### config.mk
export PLATFORM = sky130hd
export DESIGN_NAME = mc_controller
export DESIGN_NICKNAME = d
export VERILOG_FILES = /design/src/rtl/mc_ctrl_pkg.sv /design/src/rtl/mc_outdec.sv /design/src/rtl/mc_controller.sv
export SDC_FILE = /design/constraint.sdc
export NUM_CORES = 1
export LEC_CHECK = 0
export ABC_AREA = 1
export BUFFER_PORTS_ARGS = -buffer_cell sky130_fd_sc_hd__buf_2
export CAP_MARGIN = 20
export CORE_MARGIN = 2
export CORE_UTILIZATION = 45
export DETAILED_ROUTE_END_ITERATION = 8
export PLACE_DENSITY = 0.8
export SETUP_SLACK_MARGIN = 0.3
export SYNTH_ARGS = -nofsm -noshare
export SYNTH_HDL_FRONTEND = slang
export SYNTH_SLANG_ARGS = --single-unit
export TNS_END_PERCENT = 20
### constraint.sdc
create_clock -name clk -period 1.6 [get_ports clk]
set_input_delay 0.16 -clock clk [delete_from_list [all_inputs] [get_ports clk]]
set_output_delay 0.16 -clock clk [all_outputs]
set_load 0.005 [all_outputs]
### src/rtl/mc_ctrl_pkg.sv
// Shared encodings for the multicycle control unit: state codes, opcodes and
// the datapath select encodings driven by the output decoder.
package mc_ctrl_pkg;

    localparam logic [3:0] ST_FETCH   = 4'd0;
    localparam logic [3:0] ST_DECODE  = 4'd1;
    localparam logic [3:0] ST_MEMADR  = 4'd2;
    localparam logic [3:0] ST_MEMRD   = 4'd3;
    localparam logic [3:0] ST_MEMWB   = 4'd4;
    localparam logic [3:0] ST_MEMWR   = 4'd5;
    localparam logic [3:0] ST_RTYPEEX = 4'd6;
    localparam logic [3:0] ST_RTYPEWB = 4'd7;
    localparam logic [3:0] ST_BEQEX   = 4'd8;
    localparam logic [3:0] ST_BNEEX   = 4'd9;
    localparam logic [3:0] ST_ADDIEX  = 4'd10;
    localparam logic [3:0] ST_ORIEX   = 4'd11;
    localparam logic [3:0] ST_IMMWB   = 4'd12;
    localparam logic [3:0] ST_JEX     = 4'd13;
    localparam logic [3:0] ST_TRAP    = 4'd14;

    typedef enum logic [3:0] {
        S_FETCH   = ST_FETCH,
        S_DECODE  = ST_DECODE,
        S_MEMADR  = ST_MEMADR,
        S_MEMRD   = ST_MEMRD,
        S_MEMWB   = ST_MEMWB,
        S_MEMWR   = ST_MEMWR,
        S_RTYPEEX = ST_RTYPEEX,
        S_RTYPEWB = ST_RTYPEWB,
        S_BEQEX   = ST_BEQEX,
        S_BNEEX   = ST_BNEEX,
        S_ADDIEX  = ST_ADDIEX,
        S_ORIEX   = ST_ORIEX,
        S_IMMWB   = ST_IMMWB,
        S_JEX     = ST_JEX,
        S_TRAP    = ST_TRAP
    } state_t;

    localparam logic [5:0] OP_RTYPE = 6'b000000;
    localparam logic [5:0] OP_LW    = 6'b100011;
    localparam logic [5:0] OP_SW    = 6'b101011;
    localparam logic [5:0] OP_BEQ   = 6'b000100;
    localparam logic [5:0] OP_BNE   = 6'b000101;
    localparam logic [5:0] OP_ADDI  = 6'b001000;
    localparam logic [5:0] OP_J     = 6'b000010;
    localparam logic [5:0] OP_ORI   = 6'b001101;

    localparam logic [1:0] ALUOP_ADD   = 2'b00;
    localparam logic [1:0] ALUOP_SUB   = 2'b01;
    localparam logic [1:0] ALUOP_FUNCT = 2'b10;
    localparam logic [1:0] ALUOP_OR    = 2'b11;

    localparam logic [1:0] SRCB_REG   = 2'b00;
    localparam logic [1:0] SRCB_FOUR  = 2'b01;
    localparam logic [1:0] SRCB_IMM   = 2'b10;
    localparam logic [1:0] SRCB_BRIMM = 2'b11;

    localparam logic [1:0] PCSRC_ALU    = 2'b00;
    localparam logic [1:0] PCSRC_ALUOUT = 2'b01;
    localparam logic [1:0] PCSRC_JUMP   = 2'b10;

    // True for every opcode the controller knows how to sequence.
    function automatic logic op_decoded(input logic [5:0] op);
        return (op == OP_RTYPE) || (op == OP_LW)   || (op == OP_SW)  ||
               (op == OP_BEQ)   || (op == OP_BNE)  || (op == OP_ADDI) ||
               (op == OP_J)     || (op == OP_ORI);
    endfunction

endpackage

### src/rtl/mc_outdec.sv
// Moore output decoder: maps the current state (and mem_ready for the
// handshake-qualified strobes) to every datapath select and write strobe.
module mc_outdec
    import mc_ctrl_pkg::*;
(
    input  logic [3:0] state,
    input  logic       mem_ready,
    output logic       mem_req,
    output logic       memwrite,
    output logic       iord,
    output logic       irwrite,
    output logic       alusrca,
    output logic [1:0] alusrcb,
    output logic       zeroext,
    output logic [1:0] aluop,
    output logic [1:0] pcsrc,
    output logic [1:0] branch,
    output logic       pcwrite,
    output logic       regdst,
    output logic       memtoreg,
    output logic       regwrite,
    output logic       instr_done
);

    // Per-state control word; everything not named for a state stays 0.
    always_comb begin
        mem_req    = 1'b0;
        memwrite   = 1'b0;
        iord       = 1'b0;
        irwrite    = 1'b0;
        alusrca    = 1'b0;
        alusrcb    = SRCB_REG;
        zeroext    = 1'b0;
        aluop      = ALUOP_ADD;
        pcsrc      = PCSRC_ALU;
        branch     = 2'b00;
        pcwrite    = 1'b0;
        regdst     = 1'b0;
        memtoreg   = 1'b0;
        regwrite   = 1'b0;
        instr_done = 1'b0;
        case (state)
            ST_FETCH: begin
                mem_req = 1'b1;
                alusrcb = SRCB_FOUR;
                irwrite = mem_ready;
                pcwrite = mem_ready;
            end
            ST_DECODE: begin
                alusrcb = SRCB_BRIMM;
            end
            ST_MEMADR: begin
                alusrca = 1'b1;
                alusrcb = SRCB_IMM;
            end
            ST_MEMRD: begin
                mem_req = 1'b1;
                iord    = 1'b1;
            end
            ST_MEMWB: begin
                regwrite   = 1'b1;
                memtoreg   = 1'b1;
                instr_done = 1'b1;
            end
            ST_MEMWR: begin
                mem_req    = 1'b1;
                memwrite   = 1'b1;
                iord       = 1'b1;
                instr_done = mem_ready;
            end
            ST_RTYPEEX: begin
                alusrca = 1'b1;
                aluop   = ALUOP_FUNCT;
            end
            ST_RTYPEWB: begin
                regwrite   = 1'b1;
                regdst     = 1'b1;
                instr_done = 1'b1;
            end
            ST_BEQEX, ST_BNEEX: begin
                alusrca    = 1'b1;
                aluop      = ALUOP_SUB;
                pcsrc      = PCSRC_ALUOUT;
                branch     = {1'b1, (state == ST_BNEEX)};
                instr_done = 1'b1;
            end
            ST_ADDIEX: begin
                alusrca = 1'b1;
                alusrcb = SRCB_IMM;
            end
            ST_ORIEX: begin
                alusrca = 1'b1;
                alusrcb = SRCB_IMM;
                zeroext = 1'b1;
                aluop   = ALUOP_OR;
            end
            ST_IMMWB: begin
                regwrite   = 1'b1;
                instr_done = 1'b1;
            end
            ST_JEX: begin
                pcsrc      = PCSRC_JUMP;
                pcwrite    = 1'b1;
                instr_done = 1'b1;
            end
            default: begin
            end
        endcase
    end

endmodule

### src/rtl/mc_controller.sv
// Multicycle MIPS control unit: state register, next-state logic, sticky
// illegal-op flag and the final PC enable. Outputs come from mc_outdec.
// Build option: MC_ILLEGAL_TRAP_EN sends undecoded opcodes to a TRAP state
// that sets illegal_op; without it they retire as a NOP from DECODE.
module mc_controller
    import mc_ctrl_pkg::*;
(
    input  logic       clk,
    input  logic       reset,
    input  logic [5:0] op,
    input  logic       zero,
    input  logic       mem_ready,
    output logic       mem_req,
    output logic       memwrite,
    output logic       iord,
    output logic       irwrite,
    output logic       alusrca,
    output logic [1:0] alusrcb,
    output logic       zeroext,
    output logic [1:0] aluop,
    output logic [1:0] pcsrc,
    output logic [1:0] branch,
    output logic       pcwrite,
    output logic       pcen,
    output logic       regdst,
    output logic       memtoreg,
    output logic       regwrite,
    output logic       instr_done,
    output logic       illegal_op
);

    state_t state;
    state_t state_nx;

    logic d_mem_req;
    logic d_memwrite;
    logic d_irwrite;
    logic d_pcwrite;
    logic d_regwrite;
    logic d_instr_done;
    logic nop_done;

    // State register.
    always_ff @(posedge clk) begin
        if (reset) state <= S_FETCH;
        else       state <= state_nx;
    end

    // Next-state logic; memory states hold until mem_ready.
    always_comb begin
        state_nx = state;
        case (state)
            S_FETCH:   if (mem_ready) state_nx = S_DECODE;
            S_DECODE: begin
                case (op)
                    OP_LW, OP_SW: state_nx = S_MEMADR;
                    OP_RTYPE:     state_nx = S_RTYPEEX;
                    OP_BEQ:       state_nx = S_BEQEX;
                    OP_BNE:       state_nx = S_BNEEX;
                    OP_ADDI:      state_nx = S_ADDIEX;
                    OP_ORI:       state_nx = S_ORIEX;
                    OP_J:         state_nx = S_JEX;
`ifdef MC_ILLEGAL_TRAP_EN
                    default:      state_nx = S_TRAP;
`else
                    default:      state_nx = S_FETCH;
`endif
                endcase
            end
            S_MEMADR:  state_nx = (op == OP_SW) ? S_MEMWR : S_MEMRD;
            S_MEMRD:   if (mem_ready) state_nx = S_MEMWB;
            S_MEMWR:   if (mem_ready) state_nx = S_FETCH;
            S_RTYPEEX: state_nx = S_RTYPEWB;
            S_ADDIEX:  state_nx = S_IMMWB;
            S_ORIEX:   state_nx = S_IMMWB;
`ifdef MC_ILLEGAL_TRAP_EN
            S_TRAP:    state_nx = S_TRAP;
`endif
            default:   state_nx = S_FETCH;
        endcase
    end

    mc_outdec u_outdec (
        .state      (state),
        .mem_ready  (mem_ready),
        .mem_req    (d_mem_req),
        .memwrite   (d_memwrite),
        .iord       (iord),
        .irwrite    (d_irwrite),
        .alusrca    (alusrca),
        .alusrcb    (alusrcb),
        .zeroext    (zeroext),
        .aluop      (aluop),
        .pcsrc      (pcsrc),
        .branch     (branch),
        .pcwrite    (d_pcwrite),
        .regdst     (regdst),
        .memtoreg   (memtoreg),
        .regwrite   (d_regwrite),
        .instr_done (d_instr_done)
    );

`ifdef MC_ILLEGAL_TRAP_EN
    assign nop_done = 1'b0;

    // Sticky trap flag: rises the cycle after TRAP is entered, cleared by reset.
    always_ff @(posedge clk) begin
        if (reset)                 illegal_op <= 1'b0;
        else if (state == S_TRAP)  illegal_op <= 1'b1;
    end
`else
    // An undecoded opcode retires straight out of DECODE.
    assign nop_done   = (state == S_DECODE) && !op_decoded(op);
    assign illegal_op = 1'b0;
`endif

    // Reset masks every strobe so an aborted instruction writes nothing.
    assign mem_req    = ~reset & d_mem_req;
    assign memwrite   = ~reset & d_memwrite;
    assign irwrite    = ~reset & d_irwrite;
    assign pcwrite    = ~reset & d_pcwrite;
    assign regwrite   = ~reset & d_regwrite;
    assign instr_done = ~reset & (d_instr_done | nop_done);
    assign pcen       = ~reset & (d_pcwrite | (branch[1] & (zero ^ branch[0])));

endmodule

==> results of run 1 <==
==> worst paths after layout <==
path | startpoint | to | slack [ns] | cells past startpoint
worst max-delay path | state[3] | pcen | 0.15 | 6
worst min-delay path | reset | state[0] | 0.22 | 2
worst max register to register | state[1] | state[0] | 0.35 | 8
worst min register to register | state[2] | state[3] | 0.66 | 3
==> final cells by class <==
| type | instances | area, um^2 |
|---|---|---|
| multi-input combinational | 90 | 487 |
| inverter | 26 | 103 |
| timing repair buffer | 36 | 198 |
| fill | 121 | 410 |
| sequential | 4 | 95.1 |
| tap | 15 | 18.8 |
| clock buffer | 3 | 22.5 |
==> report_power, final <==
group / switching, W / internal, W / total [W]
Sequential: 0.0000128 / 0.000100 / 0.000113
Combinational: 0.0000835 / 0.0000621 / 0.000146
Clock: 0.0000435 / 0.0000841 / 0.000128
Total: 0.000140 / 0.000246 / 0.000386
==> per-layer routing <==
metal | part of all wire | vias to the layer above
li1 | - | 456
met1 | 0.42 | 391
met2 | 0.52 | 37
met3 | 0.048 | 2
met4 | 0.0072 | 0
met5 | 0 | -
==> cells by family (layout without fill, tap and decap cells) <==
kind of cell	after synthesis	count (layout)	share of synthesized area
flops	4	4	0.121
other cells	1	1	0.00564
buf+inv	29	65	0.185
compound gates	12	12	0.111
simple gates	77	77	0.578
==> metrics by stage <==
stage                     hold WS [ns]  instances
after global routing             0.232        174
after global placement           0.467        164
final                            0.218        174
after CTS                        0.219        170
after detailed placement         0.465        164
after floorplan                  0.452        123
==> critical path: cells and delay by family (launching register included) <==
family                 cells  cell delay [ns]
and+or+nand+nor            2             0.26
buffers and inverters      2             0.18
AOI/OAI and AO/OA          2             0.24
DFF                        1             0.37
==> layout by cell type (no fill, tap or decap) <==
cell type  netlist  routed
nand2_1         22      20
buf_4            1       7
o31ai_1          1       1
nor3_1           4       4
dfxtp_4          0       4
nand3_2          2       2
inv_4            1       2
a32oi_1          1       1
buf_2            0      29
nand2_2          5       7
nor2_4           3       6
inv_2            4       5
o21ai_1          1       1
o21ai_0          3       3
or2_2            1       1
a21oi_1          4       4
nand3b_1         1       1
nor2_2           5       4
nand3_1         13      13
inv_1           21      19
nor2_1          18      16
nand4_1          3       3
conb_1           1       1
clkbuf_4         0       3
a21oi_2          2       2
==> what timing repair did <==
item / CTS / global route
setup buffers: 3 / 4
endpoints found under the setup margin: 20 / 20
pin swaps: 5 / 5
gates resized for setup: 14 / 4
==> metrics.yaml, run 1 <==
status: "finished, final reports clean"
netlist.area_leader.share: 0.124
grt_use_met2: 0.382
hold_viol: 0
diodes: 0
p_per_area_mw_per_mm2: 418
yosysUniqueCellTypes: 25
worstPathRequired_ns: 1.44
syn_inst: 123
cts_max_level: 1
total_power_w: 0.000386
top_usage_layer: "met2"
max-cap-violations: 0
synth_top_cell_by_area: "nand2_1"
tns_ns: 0
clkSinkCount: 4
use_met1: 0.242
finalCriticalPeriod_ns: 1.45
drv_slew: 0
initial_core_util: 0.498
place_area_um2: 806
clk_pin_slew_ns: 0.03
rsz0062_at_grt: "true"
critPathMaxStageDelay_ns: 0.37
syn_area_per_cell_um2: 5.40
setup_viol: 0
cts_tree: "done"
syn_to_final_growth_pct: 39.0
synth_common_cells: "nand2_1 (22), inv_1 (21), nor2_1 (18), nand3_1 (13)"
crit_chain: "nor2_4, nand2_2, o21ai_1, inv_1, a21oi_1, buf_2"
ys_seq_area_frac: 0.121
cts_made_buffers: 3
synth_edf_count: 0
fmax_mhz: 688
critPathKind: "reg2out"
rows: 13
netlist_area_um2: 664
hpwlAfterDp_mm: 1.40
async_flop_share: 0
die-width_um: 42.4
clock_skew_ns: 0.00619
post-route-period-util: 0.909
synthTopCellsByArea: "nand2_1 (12%), dfxtp_1 (12%), inv_1 (12%)"
drc: 0
track_usage: 0.220
grt_pass1_wl_mm: 3.08
cts_hold_buf: 0
antenna_found_initial: 0
setup_slack_ns: 0.146
end_kind: "output port"
route.vias.total: 886
drive_above_1_share: 0.453
yosys_warnings: 0
gp_congestion: 0.935
synth_nets: 133
final_util: 0.692
power.leakage_nw: 0.568
clk_latency_ns: 0.24
root_buffer: "clkbuf_4"
grt.overflow.total: 0
num-nets-final: 171
cp.arrival_ns: 1.29
drt-total-wl_mm: 1.93
largest_register_ffs: 4
crit_fanout: 6
fp.dieArea_mm2: 0.00180
grt_max_degree: 11
reg_top3: "state x4"
avgViaCountPerCell: 5.09
synth_most_common_cell: "nand2_1"
min_path_type: "in2reg"
cp_slowest_cell: "dfxtp_4"
grt_pass1_vias: 790
ant_nets: 0
boundaryPins: 31
max-vdd-ir-drop_v: 0.000183
post_drt_wl_per_cell_um: 11.1
startpoint_type: "register"
dpl_worst_slack_ns: 0.229
synth_ff_type: "dfxtp_1"
core-area_mm2: 0.00133
clockBufferDepth: 2
met3_usage: 0.0431
die_y_um: 42.4
drt_iter0_markers: 17
firstDrtPassIters: 5
regMostFlops: "state"
ys_ff_latch: 4
stdcell_area_um2: 923
port_buffers: 29
(Power assumes the default switching activity.)
==> run 2, diff against run 1 <==
ABC_AREA = unset   (was 1)
==> metrics.yaml, run 2 <==
status: "complete, but fails checks"  # was finished, final reports clean
failed_checks: "negative setup slack"
grt_pass1_vias: 851  # was 790
async_flop_share: 0  # unchanged
layout_commonest_cell: "buf_2"  # unchanged
critPathKind: "reg2reg"  # was reg2out
grt_max_degree: 14  # was 11
yosys_warnings: 0  # unchanged
diodes: 0  # unchanged
drv_slew: 0  # unchanged
worst-path-buf-inv: 1  # was 2
initial_core_util: 0.495  # was 0.498
num-nets-final: 157  # was 171
wl_met2_mm: 1.53  # was 1.01 mm
crit_fanout: 10  # was 6
syn_area_per_cell_um2: 6.35  # was 5.40 um^2
synth_top_cell_by_area: "dfxtp_1"  # was nand2_1
avgViaCountPerCell: 6.81  # was 5.09
route.vias.total: 1089  # was 886
clockBufferDepth: 2  # unchanged
boundaryPins: 31  # unchanged
hold_viol: 0  # unchanged
maxUsedRoutingLayer: "met4"  # unchanged
drc: 0  # unchanged
p_int_w: 0.000259  # was 0.000246 W
power_frac_comb: 0.424  # was 0.377
startpoint_type: "register"  # unchanged
worstPathRequired_ns: 1.74  # was 1.44 ns
hpwlAfterDp_mm: 1.45  # was 1.40 mm
cts_made_buffers: 3  # unchanged
gp_congestion: 0.904  # was 0.935
min_path_type: "in2reg"  # unchanged
root_buffer: "clkbuf_4"  # unchanged
port_buffers: 29  # unchanged
max-cap-violations: 0  # unchanged
drive_above_1_share: 0.566  # was 0.453
netlist_area_um2: 661  # was 664 um^2
ys_seq_area_frac: 0.121  # about the same
rsz0062_at_grt: "true"  # unchanged
cts_max_level: 1  # unchanged
ys_ff_latch: 4  # unchanged
max-vdd-ir-drop_v: 0.000447  # was 0.000183 V
clk_pin_slew_ns: 0.05  # was 0.03 ns
layout_common_cells: "buf_2 (29), nor2_1 (14), buf_6 (9), buf_4 (8)"  # was buf_2 (29), nand2_1 (20), inv_1 (19), nor2_1 (16), nand3_1 (13)
rows: 13  # unchanged
clockPowerShare: 0.327  # was 0.330
largest_register_ffs: 4  # unchanged
synthTopCellsByArea: "dfxtp_1 (12%), nor2_1 (10%), o21ai_0 (6.1%)"  # was nand2_1 (12%), dfxtp_1 (12%), inv_1 (12%)
clk_latency_ns: 0.25  # was 0.24 ns
die-width_um: 42.3  # was 42.4 um
end_kind: "register"  # was output port
synth_edf_count: 0  # unchanged
grt.overflow.total: 0  # unchanged
reg_top3: "state x4"  # unchanged
setup_slack_ns: -0.0243  # was 0.146 ns
clock_skew_ns: 0.0134  # was 0.00619 ns
syn_inst: 104  # was 123
crit_chain: "buf_6, or3_4, nor4_4, o21ai_1, a221oi_1"  # was nor2_4, nand2_2, o21ai_1, inv_1, a21oi_1, buf_2
stdcell_area_mm2: 0.00115  # was 923 um^2
synth_common_cells: "nor2_1 (18), nand2_1 (10), o21ai_0 (8), nor3_1 (7), dfxtp_1 (4)"  # was nand2_1 (22), inv_1 (21), nor2_1 (18), nand3_1 (13)
clkSinkCount: 4  # unchanged
cp.arrival_ns: 1.76  # was 1.29 ns
fp.dieArea_mm2: 0.00179  # was 0.00180 mm^2
drt_iter0_markers: 72  # was 17
synth_ff_type: "dfxtp_1"  # unchanged
netSwitchingFraction: 0.369  # was 0.362
grt_pass1_wl_mm: 3.83  # was 3.08 mm
fmax_mhz: 616  # was 688 MHz
setup_viol: 3  # was 0
regMostFlops: "state"  # unchanged
power.leakage_nw: 0.509  # was 0.568 nW
critPathMaxStageDelay_ns: 0.42  # was 0.37 ns
syn_to_final_growth_pct: 74.6  # was 39.0%
drt-total-wl_mm: 3.39  # was 1.93 mm
place_area_um2: 828  # was 806 um^2
cp_slowest_cell: "or3_4"  # was dfxtp_4
finalCriticalPeriod_ns: 1.62  # was 1.45 ns
post-route-period-util: 1.02  # was 0.909
synth_nets: 114  # was 133
ant_nets: 0  # unchanged
netlist.area_leader.share: 0.121  # was 0.124
critical-path-top-delay-family: "simple AND/OR/NAND/NOR gates"  # was flip-flops
met1Wirelength_mm: 1.21  # was 816 um
yosysUniqueCellTypes: 43  # was 25
track_usage: 0.271  # was 0.220
wl_met3_um: 372  # was 93 um
core-area_mm2: 0.00133  # unchanged
p_seq_frac: 0.249  # was 0.293
p_per_area_mw_per_mm2: 356  # was 418 mW/mm^2
cts_tree: "done"  # unchanged
post_drt_wl_per_cell_um: 21.2  # was 11.1 um
total_power_w: 0.000410  # was 0.000386 W
synth_most_common_cell: "nor2_1"  # was nand2_1
firstDrtPassIters: 5  # unchanged
switchingPower_w: 0.000151  # was 0.000140 W
antenna_found_initial: 0  # unchanged
die_y_um: 42.3  # was 42.4 um
-- run 2: worst paths after layout --
kind | endpoint | cells past startpoint | slack (ns) | start
worst max-delay path | state[2] | 5 | -0.02 | state[2]
worst max register to register | state[2] | 5 | -0.02 | state[2]
worst min-delay path | state[1] | 2 | 0.24 | op[4]
worst min register to register | state[2] | 3 | 0.62 | state[3]
-- run 2: layout make-up --
cell class / count / area [um^2]
multi-input cells: 89 / 688
clock buffers: 3 / 22.5
fillers: 58 / 180
inverters: 2 / 10.0
well taps: 15 / 18.8
flip-flops and latches: 4 / 92.6
repair buffers: 47 / 322
-- run 2: repair_timing --
item / in CTS / in global routing
hold buffers: 0 / 0
pin swaps: 4 / 16
setup endpoints to repair: 24 / 22
resized for setup: 14 / 44
buffers inserted: 8 / 3
-- run 2: layer usage --
layer,track usage,up-vias
met1,0.350,499
met2,0.477,103
met5,0,-
met3,0.0517,31
li1,-,456
met4,0.0313,0
-- run 2: logic make-up (layout without fill, tap and decap cells) --
family,after synthesis,count (layout),synth area share
compound gates,24,24,0.244
xor+xnor,4,4,0.0530
fa+ha+maj,1,1,0.0152
buf+inv,11,52,0.0852
flops,4,4,0.121
mux,2,2,0.0303
other cells,1,1,0.00568
simple gates,57,57,0.445
-- run 2: metrics by stage --
stage | cells | setup TNS (ns) | setup WS [ns] | hold slack [ns] | util
2_1_floorplan | 104 | 0 | 0.278 | 0.278 | -
3_3_place_gp | 146 | 0 | 0.103 | 0.469 | 0.621
3_5_place_dp | 146 | 0 | 0.00224 | 0.488 | 0.621
4_1_cts | 157 | 0 | 0.00568 | 0.232 | 0.715
5_1_grt | 160 | -0.198 | -0.0634 | 0.249 | 0.865
6_report | 160 | -0.0617 | -0.0243 | 0.243 | 0.865
-- run 2: power groups by stage --
| stage | registers [W] | clock network [W] | logic [W] |
|---|---|---|---|
| 4_1_cts | 0.000101 | 0.000126 | 0.000131 |
| 2_1_floorplan | 0.000106 | 0 | 0.0000773 |
| 3_3_place_gp | 0.000108 | 0 | 0.000119 |
| 3_5_place_dp | 0.000108 | 0 | 0.000122 |
| 6_report | 0.000102 | 0.000134 | 0.000174 |
| 5_1_grt | 0.000102 | 0.000139 | 0.000186 |
